**src/rtl/fetch_buffer.sv**
```systemverilog
// First-word-fall-through {pc, instr} buffer between fetch and decode.
// Flush discards all entries; storage array is not reset, only pointers and count.
module fetch_buffer #(
  parameter int WORD  = 64,
  parameter int INSTR = 32,
  parameter int DEPTH = 4
) (
  input  logic                       clk,
  input  logic                       reset,
  input  logic                       flush,
  input  logic                       wr_valid,
  output logic                       wr_ready,
  input  logic [WORD-1:0]            wr_pc,
  input  logic [INSTR-1:0]           wr_instr,
  output logic                       rd_valid,
  input  logic                       rd_ready,
  output logic [WORD-1:0]            rd_pc,
  output logic [INSTR-1:0]           rd_instr,
  output logic [$clog2(DEPTH):0]     count
);

  localparam int AW = $clog2(DEPTH);
  localparam int CW = AW + 1;

  // Handshake: a transfer happens on a rising edge where valid && ready are both
  // high (and flush is low); ready/valid here depend on state only, never on inputs.
  logic [WORD-1:0]  pc_mem    [DEPTH];
  logic [INSTR-1:0] instr_mem [DEPTH];
  logic [AW-1:0]    wr_ptr;
  logic [AW-1:0]    rd_ptr;
  logic             push;
  logic             pop;

  assign wr_ready = (count != CW'(DEPTH));
  assign rd_valid = (count != '0);
  assign push     = wr_valid && wr_ready && !flush;
  assign pop      = rd_valid && rd_ready && !flush;

  assign rd_pc    = rd_valid ? pc_mem[rd_ptr]    : '0;
  assign rd_instr = rd_valid ? instr_mem[rd_ptr] : '0;

  always_ff @(posedge clk) begin
    if (push) begin
      pc_mem[wr_ptr]    <= wr_pc;
      instr_mem[wr_ptr] <= wr_instr;
    end
  end

  always_ff @(posedge clk or negedge reset) begin
    if (!reset) begin
      wr_ptr <= '0;
      rd_ptr <= '0;
      count  <= '0;
    end else if (flush) begin
      wr_ptr <= '0;
      rd_ptr <= '0;
      count  <= '0;
    end else begin
      if (push) wr_ptr <= wr_ptr + AW'(1);
      if (pop)  rd_ptr <= rd_ptr + AW'(1);
      case ({push, pop})
        2'b10:   count <= count + CW'(1);
        2'b01:   count <= count - CW'(1);
        default: count <= count;
      endcase
    end
  end

endmodule

```
**config.mk**
```make
export PLATFORM = sky130hd
export DESIGN_NAME = fetch_buffer
export DESIGN_NICKNAME = d
export VERILOG_FILES = /design/src/rtl/fetch_buffer.sv
export SDC_FILE = /design/constraint.sdc
export NUM_CORES = 1
export LEC_CHECK = 0
export BUFFER_PORTS_ARGS = -buffer_cell sky130_fd_sc_hd__buf_4
export CAP_MARGIN = 20
export CELL_PAD_IN_SITES_DETAIL_PLACEMENT = 1
export CELL_PAD_IN_SITES_GLOBAL_PLACEMENT = 2
export CORE_UTILIZATION = 44
export DETAILED_ROUTE_END_ITERATION = 12
export PLACE_DENSITY_LB_ADDON = 0.08
export SYNTH_ARGS = -nofsm -noshare
export SYNTH_HDL_FRONTEND = slang
export SYNTH_SLANG_ARGS = --single-unit
```
**constraint.sdc**
```tcl
create_clock -name clk -period 4.4 [get_ports clk]
set_clock_uncertainty 0.2 [all_clocks]
set_input_delay 0.88 -clock clk [delete_from_list [all_inputs] [get_ports clk]]
set_output_delay 0.88 -clock clk [all_outputs]
set_load 0.05 [all_outputs]
```
==> results.json, run 1 <==
{
  "drc": 0,
  "syn_area_per_cell_um2": 22.32,
  "path_clk_slew_ps": 60,
  "antenna_found_initial": 0,
  "fin_crit_ps": 3573,
  "die_h_um": 186.9,
  "h-tree-depth": 2,
  "grt.busiest_layer": "met2",
  "routedWlPerCell_um": 22.67,
  "use_met1": 0.2285,
  "seq_area_frac_synth": 0.7783,
  "wl_um": 31010,
  "hpwl_um": 18300,
  "use_met3": 0.04428,
  "synth_seq_cells": 391,
  "yosys-top-cells-area": "edfxtp_1 77%, mux4_2 14%, and2_1 4.2%",
  "vias_per_cell": 5.256,
  "drtPass1Iterations": 4,
  "clock-root-buffer": "clkbuf_16",
  "r2r_slack_ps": 1050,
  "rsz0062_at_grt": "false",
  "layout_common_cells": "384 x edfxtp_1, 206 x buf_4, 96 x mux4_2, 96 x and2_1, 43 x clkbuf_16",
  "syn_to_final_growth_pct": 22.17,
  "die_w_um": 186.9,
  "syn_area_mm2": 0.01504,
  "gr-total-overflow": 0,
  "hold_class": "in2reg",
  "nNetsFinal": 1000,
  "clkLatencyLatePin_ps": 510,
  "rows": 67,
  "numCtsBuffers": 41,
  "worstPathMaxFanout": 100,
  "maxSlewHeadroom": 0.3236,
  "hold_violations": 0,
  "clockBufferDepth": 3,
  "gp_congestion": 0.7161,
  "setup_tns_ps": 0,
  "ir_drop_mv": 0.3236,
  "syn_nets": 780,
  "startpoint_type": "register",
  "p_per_area_mw_per_mm2": 517.9,
  "die_area_mm2": 0.03493,
  "synth_largest_area_cell": "edfxtp_1",
  "worst_slew_pin_slew_ps": 1015,
  "synth_top_cell_area_share": 0.7667,
  "setup_violations": 0,
  "p_leak_nw": 6.204,
  "maxCapViolations": 0,
  "arrival_ps": 2490,
  "cp-end-kind": "primary output",
  "dp_slack_ps": 1061,
  "num_io_pins": 202,
  "cts_tree": "yes",
  "first_global_vias": 8214,
  "grt.total_usage": 0.1809,
  "synthCells": 674,
  "critPathKind": "reg2out",
  "crit_required_ps": 3320,
  "postLayoutSetupSlackWorst_ps": 826.7,
  "fmax_mhz": 279.9,
  "grt_pass1_wl_um": 47740,
  "yosysUniqueCellTypes": 32,
  "n_fill_cell": 2956,
  "vias": 7190,
  "period_share": 0.8121,
  "cts.sinks": 391,
  "status": "complete, no violations",
  "grt.met2_usage": 0.3142,
  "ant_nets": 0,
  "port_buffers": 201,
  "num_antenna_cells": 0,
  "drive_above_1_share": 0.4000,
  "start_util": 0.4474,
  "core_mm2": 0.03362,
  "drt_iter0_drc": 344,
  "grt_max_degree": 101,
  "slew_violations": 0,
  "cts_resized": 0,
  "yosysWarnings": 0,
  "layout_commonest_cell": "edfxtp_1"
}
-- final cells by class --
cell class / instances / area [um2] / area share
Multi-Input combinational cell: 244 / 3133 / 0.1705
Timing Repair Buffer: 214 / 1697 / 0.09233
Clock buffer: 53 / 1114 / 0.06060
Sequential cell: 391 / 11710 / 0.6375
Clock inverter: 16 / 150.1 / 0.008171
Inverter: 2 / 7.507 / 0.0004086
Tap cell: 448 / 560.5 / 0.03051
-- synth_stat cells (all sizes together) --
| cell type | number |
|---|---|
| edfxtp | 384 |
| and2 | 100 |
| mux4 | 96 |
| buf | 23 |
| clkbuf | 14 |
| dfrtp | 7 |
| nand2 | 7 |
| nor2 | 6 |
| ha | 4 |
| a21oi | 3 |
| nand3 | 3 |
| xor2 | 3 |
| a2111oi | 2 |
| a21o | 2 |
| inv | 2 |
| nand2b | 2 |
| nor2b | 2 |
| nor3b | 2 |
| o21ai | 2 |
| or3 | 2 |
| a31oi | 1 |
| and3b | 1 |
| fa | 1 |
| mux2i | 1 |
| o211ai | 1 |
| or3b | 1 |
| or4b | 1 |
| xnor2 | 1 |
-- logic make-up (layout without fill, tap and decap cells) --
group	count (synthesis)	after routing	synth area share
flip-flops	391	391	0.7783
adder cells (fa/ha/maj)	5	5	0.004659
AND/OR/NAND/NOR	127	127	0.05116
XOR/XNOR	4	4	0.002330
multiplexers	97	97	0.1444
AO/OA/AOI/OAI	11	11	0.004742
buffers and inverters	39	285	0.01439
-- worst max-delay path, cell delays in order (launching register included) --
cell,delay (ps)
dfrtp_1,560
or3_4,850
and2_1,300
buf_4,220
-- path summary, 6_finish.rpt --
| kind | start | depth (start not counted) | endpoint |
|---|---|---|---|
| setup / recovery | count[0] | 3 | rd_pc[28] |
| hold / removal | wr_instr[29] | 1 | instr_mem[1][29] |
| setup reg to reg | count[0] | 6 | count[2] |
| hold reg to reg | wr_ptr[1] | 2 | wr_ptr[1] |
| max in group asynchronous | reset | 2 | rd_ptr[1] |
| min in group asynchronous | reset | 2 | rd_ptr[0] |
-- sequential cells by signal (all words and copies together) (netlist names) --
signal     count
rd_ptr         2
wr_ptr         2
pc_mem       256
count          3
instr_mem    128
-- power by group --
part	total, W	switching [W]	internal, W
sequential	0.00428	0.0000454	0.00423
combinational	0.00198	0.00127	0.000711
clock	0.00326	0.00131	0.00195
-- through the flow --
step / power, W / hold slack, ps / instances / util / cell area (um2)
global placement: 0.006336 / 351.4 / 1298 / 0.5087 / 17100
global route: 0.009846 / 337.3 / 1368 / 0.5466 / 18380
finish: 0.009516 / 357.9 / 1368 / 0.5466 / 18380
CTS: 0.009642 / 333.3 / 1368 / 0.5466 / 18380
detailed placement: 0.006370 / 393.4 / 1298 / 0.5087 / 17100
floorplan: 0.005742 / 342.5 / 674 / - / 15050
-- layer usage --
layer	wire length (um)	up-vias
li1	-	3170
met3	1797	47
met5	0	-
met2	15680	211
met1	12940	3762
met4	593	0
-- repair_timing --
action / 4_1_cts / 5_1_grt
hold endpoints to repair: 7 / 0
hold buffers: 1 / 0
buffers inserted: 0 / 0
Note: power is estimated with default switching activity, not from simulation.
==> run 2, diff against run 1 <==
Settings changed: CORE_UTILIZATION 44 to 40.
Clock period 4.4 ns to 2.9 ns, I/O delays scaled along.
==> run 2 against run 1 <==
- the flow now finishes with violations (negative setup slack)
- combinational power increased by 94%
- core utilization decreased by 1.2 points
- critical path depth increased by 2
- non-clock buffer count increased by 33
- via count increased by 2.2%
- largest cell class unchanged
==> results.json, run 2 (synthesis gave the netlist of run 1 again) <==
{
  "hold_violations": 0,
  "path_clk_slew_ps": 60,
  "start_util": 0.4089,
  "ir_drop_mv": 0.6355,
  "drt_iter0_drc": 338,
  "vias": 7349,
  "violations": "negative setup slack",
  "hold_class": "in2reg",
  "grt_pass1_wl_um": 52740,
  "die_h_um": 195.9,
  "arrival_ps": 2220,
  "ant_nets": 0,
  "cp-end-kind": "primary output",
  "drive_above_1_share": 0.5016,
  "p_per_area_mw_per_mm2": 782.8,
  "postLayoutSetupSlackWorst_ps": -101.7,
  "layout_common_cells": "384 x edfxtp_1, 129 x buf_4, 96 x mux4_2",
  "largest_reg_flops": 256,
  "clkLatencyLatePin_ps": 530,
  "grt.met2_usage": 0.3281,
  "first_global_vias": 8458,
  "crit_required_ps": 2120,
  "clockBufferDepth": 3,
  "die_area_mm2": 0.03838,
  "dpl-instance-area_mm2": 0.01736,
  "worst_slew_pin_slew_ps": 547.0,
  "nNetsFinal": 1035,
  "slew_violations": 0,
  "maxSlewHeadroom": 0.6353,
  "rsz0062_at_grt": "true",
  "gp_congestion": 0.7068,
  "num_antenna_cells": 0,
  "critPathKind": "reg2out",
  "vias_per_cell": 5.136,
  "syn_to_final_growth_pct": 30.69,
  "worstPathMaxFanout": 6,
  "use_met3": 0.04401,
  "h-tree-depth": 2,
  "status": "complete, but fails checks",
  "numCtsBuffers": 43,
  "rows": 70,
  "gr-total-overflow": 0,
  "die_w_um": 195.9,
  "fin_crit_ps": 3002,
  "core_mm2": 0.03679,
  "hpwl_um": 20690,
  "startpoint_type": "register",
  "p_leak_nw": 6.744,
  "drtPass1Iterations": 4,
  "reg.largest.list": "pc_mem x256, instr_mem x128, count x3",
  "clock-root-buffer": "clkbuf_16",
  "cts.sinks": 391,
  "whs_ps": 41.95,
  "layout_commonest_cell": "edfxtp_1",
  "maxCapViolations": 0,
  "fmax_mhz": 333.1,
  "grt.busiest_layer": "met2",
  "port_buffers": 201,
  "antenna_found_initial": 1,
  "setup_violations": 88,
  "setup_tns_ps": -4200,
  "wl_um": 34630,
  "use_met1": 0.2334,
  "routedWlPerCell_um": 24.20,
  "final_area_mm2": 0.01966,
  "dp_slack_ps": 268.7,
  "num_io_pins": 202,
  "period_share": 1.035,
  "cts_tree": "yes",
  "grt.total_usage": 0.1862,
  "grt_max_degree": 57,
  "drc": 0,
  "largest-register": "pc_mem"
}
[run 2: cell count changes in the layout (fill, tap and decap cells not counted), sizes merged]
cell      delta
buf         +30
clkinv       +5
inv          -1
clkinvlp     +1
bufinv       -2
clkbuf      +10
[run 2: per-stage QoR]
step	cells	utilization	power, W
after global placement	1333	0.4718	0.009722
after CTS	1426	0.5278	0.01542
after global routing	1431	0.5344	0.01594
after floorplan	674	-	0.008717
final	1431	0.5344	0.01539
after detailed placement	1333	0.4718	0.009769
[run 2: per-layer routing]
| layer | wire length [um] | vias to the layer above | share of wire |
|---|---|---|---|
| li1 | - | 3253 | - |
| met1 | 14300 | 3892 | 0.41 |
| met2 | 18020 | 163 | 0.52 |
| met3 | 1826 | 39 | 0.053 |
| met4 | 463 | 2 | 0.013 |
| met5 | 17 | - | 0.00049 |
[run 2: where the power goes]
group          leakage, nW  switching (W)  internal, W
sequential            3.57      0.0000700      0.00643
combinational         2.53        0.00215      0.00170
clock                0.642        0.00208      0.00297
[run 2: cell type report]
cell class	instances	area, um2
Fill cell	3201	17130
Sequential cell	391	11720
Multi-Input combinational cell	244	3321
Timing Repair Buffer	247	2713
Clock buffer	60	1202
Tap cell	468	585.6
Clock inverter	19	110.1
Inverter	2	7.507
[run 2: what timing repair did]
action | CTS | global route
gates cloned | 7 | 3
endpoints found under the hold margin | 7 | 0
gates resized for setup | 151 | 48
setup endpoints to repair | 96 | 96
setup buffers | 7 | 3
hold buffers | 1 | 0
[run 2: critical path, cell delays in order (launching register included)]
cell and delay, ps:
dfrtp_4 480, buf_8 170, buf_12 150, mux4_2 510, and2_1 180, buf_4 190
[run 2: worst paths after layout]
path	from	endpoint	slack, ps	cells after the start
max in group asynchronous	reset	rd_ptr[1]	2130	2
min	wr_pc[52]	pc_mem[2][52]	40	1
min in group asynchronous	reset	wr_ptr[1]	220	2
min reg2reg	wr_ptr[1]	wr_ptr[1]	420	2
max	rd_ptr[0]	rd_instr[14]	-100	5
max reg2reg	count[0]	count[2]	300	6
==> run 3, diff against run 2 <==
Settings changed: ABC_AREA set to 1, BUFFER_PORTS_ARGS -buffer_cell sky130_fd_sc_hd__buf_4 to not set, CORE_UTILIZATION 40 to 43, DONT_BUFFER_PORTS set to 1.
Clock period 2.9 ns to 3.2 ns, I/O delays scaled along.
==> run 3 against run 2 <==
- first-iteration DRC count is 33% higher
- wire length is 10% higher
- the run now ends clean
- sequential power is 6.9% lower
- largest cell class unchanged
==> results.json, run 3 <==
{
  "slew_violations": 0,
  "antenna_found_initial": 2,
  "layout_common_cells": "385 x nor2_1, 384 x edfxtp_1, 121 x o21ai_1",
  "nNetsFinal": 1500,
  "wl_um": 38220,
  "worst_slew_pin_slew_ps": 604.9,
  "yosysWarnings": 0,
  "die_area_mm2": 0.03651,
  "synth_edf_count": 384,
  "layout_commonest_cell": "nor2_1",
  "fin_crit_ps": 3094,
  "period_share": 0.9669,
  "vias_per_cell": 5.187,
  "clkLatencyLatePin_ps": 520,
  "die_h_um": 191.1,
  "setup_violations": 0,
  "cts_tree": "yes",
  "yosysUniqueCellTypes": 26,
  "ys_top_cells_by_count": "389 x nor2_1, 384 x edfxtp_1, 121 x o21ai_1, 98 x a21oi_1, 74 x o21ai_0",
  "p_leak_nw": 6.642,
  "synth-adder-area-share": 0.004558,
  "largest_reg_flops": 256,
  "fmax_mhz": 323.2,
  "arrival_ps": 2250,
  "n_fill_cell": 3480,
  "grt_max_degree": 97,
  "cp-end-kind": "primary output",
  "routedWlPerCell_um": 20.30,
  "synth_top_cell_area_share": 0.7502,
  "vias": 9767,
  "num_io_pins": 202,
  "syn_area_per_cell_um2": 12.84,
  "async_flop_share": 0.01790,
  "drt_iter0_drc": 448,
  "drtPass1Iterations": 4,
  "drc": 0,
  "worstPathMaxFanout": 19,
  "status": "complete, no violations",
  "maxSlewHeadroom": 0.5957,
  "cts.sinks": 391,
  "gr-total-overflow": 0,
  "synth_mux_area_frac": 0,
  "core_mm2": 0.03488,
  "yosysMostFrequentCell": "nor2_1",
  "startpoint_type": "register",
  "ir_drop_mv": 0.9407,
  "start_util": 0.4406,
  "syn_nets": 1303,
  "clockBufferDepth": 3,
  "reg.largest.list": "pc_mem x256, instr_mem x128, count x3",
  "syn_to_final_growth_pct": 23.96,
  "synth_compound_area_frac": 0.09703,
  "synth_top_family_by_area": "simple AND/OR/NAND/NOR gates",
  "synth-xor-area-share": 0.0005698,
  "largest-register": "pc_mem",
  "synthCells": 1197,
  "hold_class": "in2reg",
  "first_global_vias": 10100,
  "rows": 68,
  "synth_seq_cells": 391,
  "grt.total_usage": 0.2097,
  "ant_nets": 0,
  "p_per_area_mw_per_mm2": 895.9,
  "synth_flop_cell": "edfxtp_1",
  "clock-root-buffer": "clkbuf_16",
  "numCtsBuffers": 41,
  "synth_largest_area_cell": "edfxtp_1",
  "gp_congestion": 0.6941,
  "maxCapViolations": 0,
  "syn_area_mm2": 0.01537,
  "hpwl_um": 20940,
  "drive_above_1_share": 0.1418,
  "crit_required_ps": 2360,
  "dp_slack_ps": 525.3,
  "h-tree-depth": 2,
  "yosys-top-cells-area": "edfxtp_1 75%, nor2_1 9.5%, o21ai_1 3.9%",
  "critPathKind": "reg2out",
  "rsz0062_at_grt": "true",
  "die_w_um": 191.1,
  "hold_violations": 0,
  "seq_area_frac_synth": 0.7616,
  "path_clk_slew_ps": 60,
  "setup_tns_ps": 0,
  "postLayoutSetupSlackWorst_ps": 105.9,
  "grt_pass1_wl_um": 57730,
  "port_buffers": 0,
  "synth-simple-area-share": 0.1033
}
-- run 3: kinds of logic (layout without fill, tap and decap cells) --
kind of cell	after synthesis	count (layout)
simple gates	415	415
flops	391	391
compound gates	296	296
buf+inv	89	317
fa+ha+maj	5	5
xor+xnor	1	1
other cells	0	3
-- run 3: final timing paths --
| kind | start | endpoint | slack (ps) | cells past startpoint |
|---|---|---|---|---|
| worst max-delay path | rd_ptr[0] | rd_pc[62] | 110 | 5 |
| worst min-delay path | flush | count[2] | 80 | 3 |
| worst max register to register | count[2] | pc_mem[0][30] | 800 | 5 |
| worst min register to register | wr_ptr[1] | wr_ptr[1] | 460 | 2 |
| max in group asynchronous | reset | rd_ptr[0] | 2160 | 1 |
| min in group asynchronous | reset | rd_ptr[1] | 290 | 1 |
-- run 3: final cells by class --
type,count,area (um2),area share
multi-input combinational,717,3212,0.1686
tap,455,569.3,0.02988
sequential,391,11720,0.6150
timing repair buffer,228,2237,0.1174
clock inverter,9,42.54,0.002233
inverter,15,68.82,0.003612
clock buffer,65,1199,0.06291
antenna,3,7.507,0.0003940
-- run 3: report_power, final --
| part | internal [W] | switching (W) |
|---|---|---|
| logic | 0.00182 | 0.00482 |
| registers | 0.00594 | 0.000102 |
| clock network | 0.00256 | 0.00183 |
| total | 0.0103 | 0.00675 |
-- run 3: worst max-delay path: stages, from the launching register on --
cell     delay [ps]
dfrtp_4         590
inv_6           190
buf_4           260
o21ai_1         100
a21oi_1         310
buf_4           270
-- run 3: what timing repair did --
item | in CTS | in global routing
hold buffers | 95 | 7
buffers inserted | 0 | 1
gates resized for setup | 3 | 5
endpoints found under the hold margin | 368 | 21
endpoints found under the setup margin | 2 | 38
gates cloned | 1 | 0
-- run 3: layer usage --
layer,global-route usage,part of all wire,up-vias
met4,0.05983,0.025,0
met3,0.03323,0.042,58
met2,0.3647,0.50,217
met5,0,0,-
li1,-,-,4647
met1,0.2706,0.44,4845
-- run 3: metrics by stage --
step | hold WS, ps | std cells | area [um2] | power (W) | util
after global routing | 76.73 | 1880 | 19050 | 0.01782 | 0.5460
after detailed placement | 145.0 | 1702 | 16700 | 0.01261 | 0.4786
after CTS | 0.07633 | 1872 | 18940 | 0.01723 | 0.5428
after global placement | 144.9 | 1702 | 16700 | 0.01253 | 0.4786
after floorplan | 144.4 | 1197 | 15420 | 0.01065 | -
final | 79.30 | 1883 | 19050 | 0.01707 | 0.5462
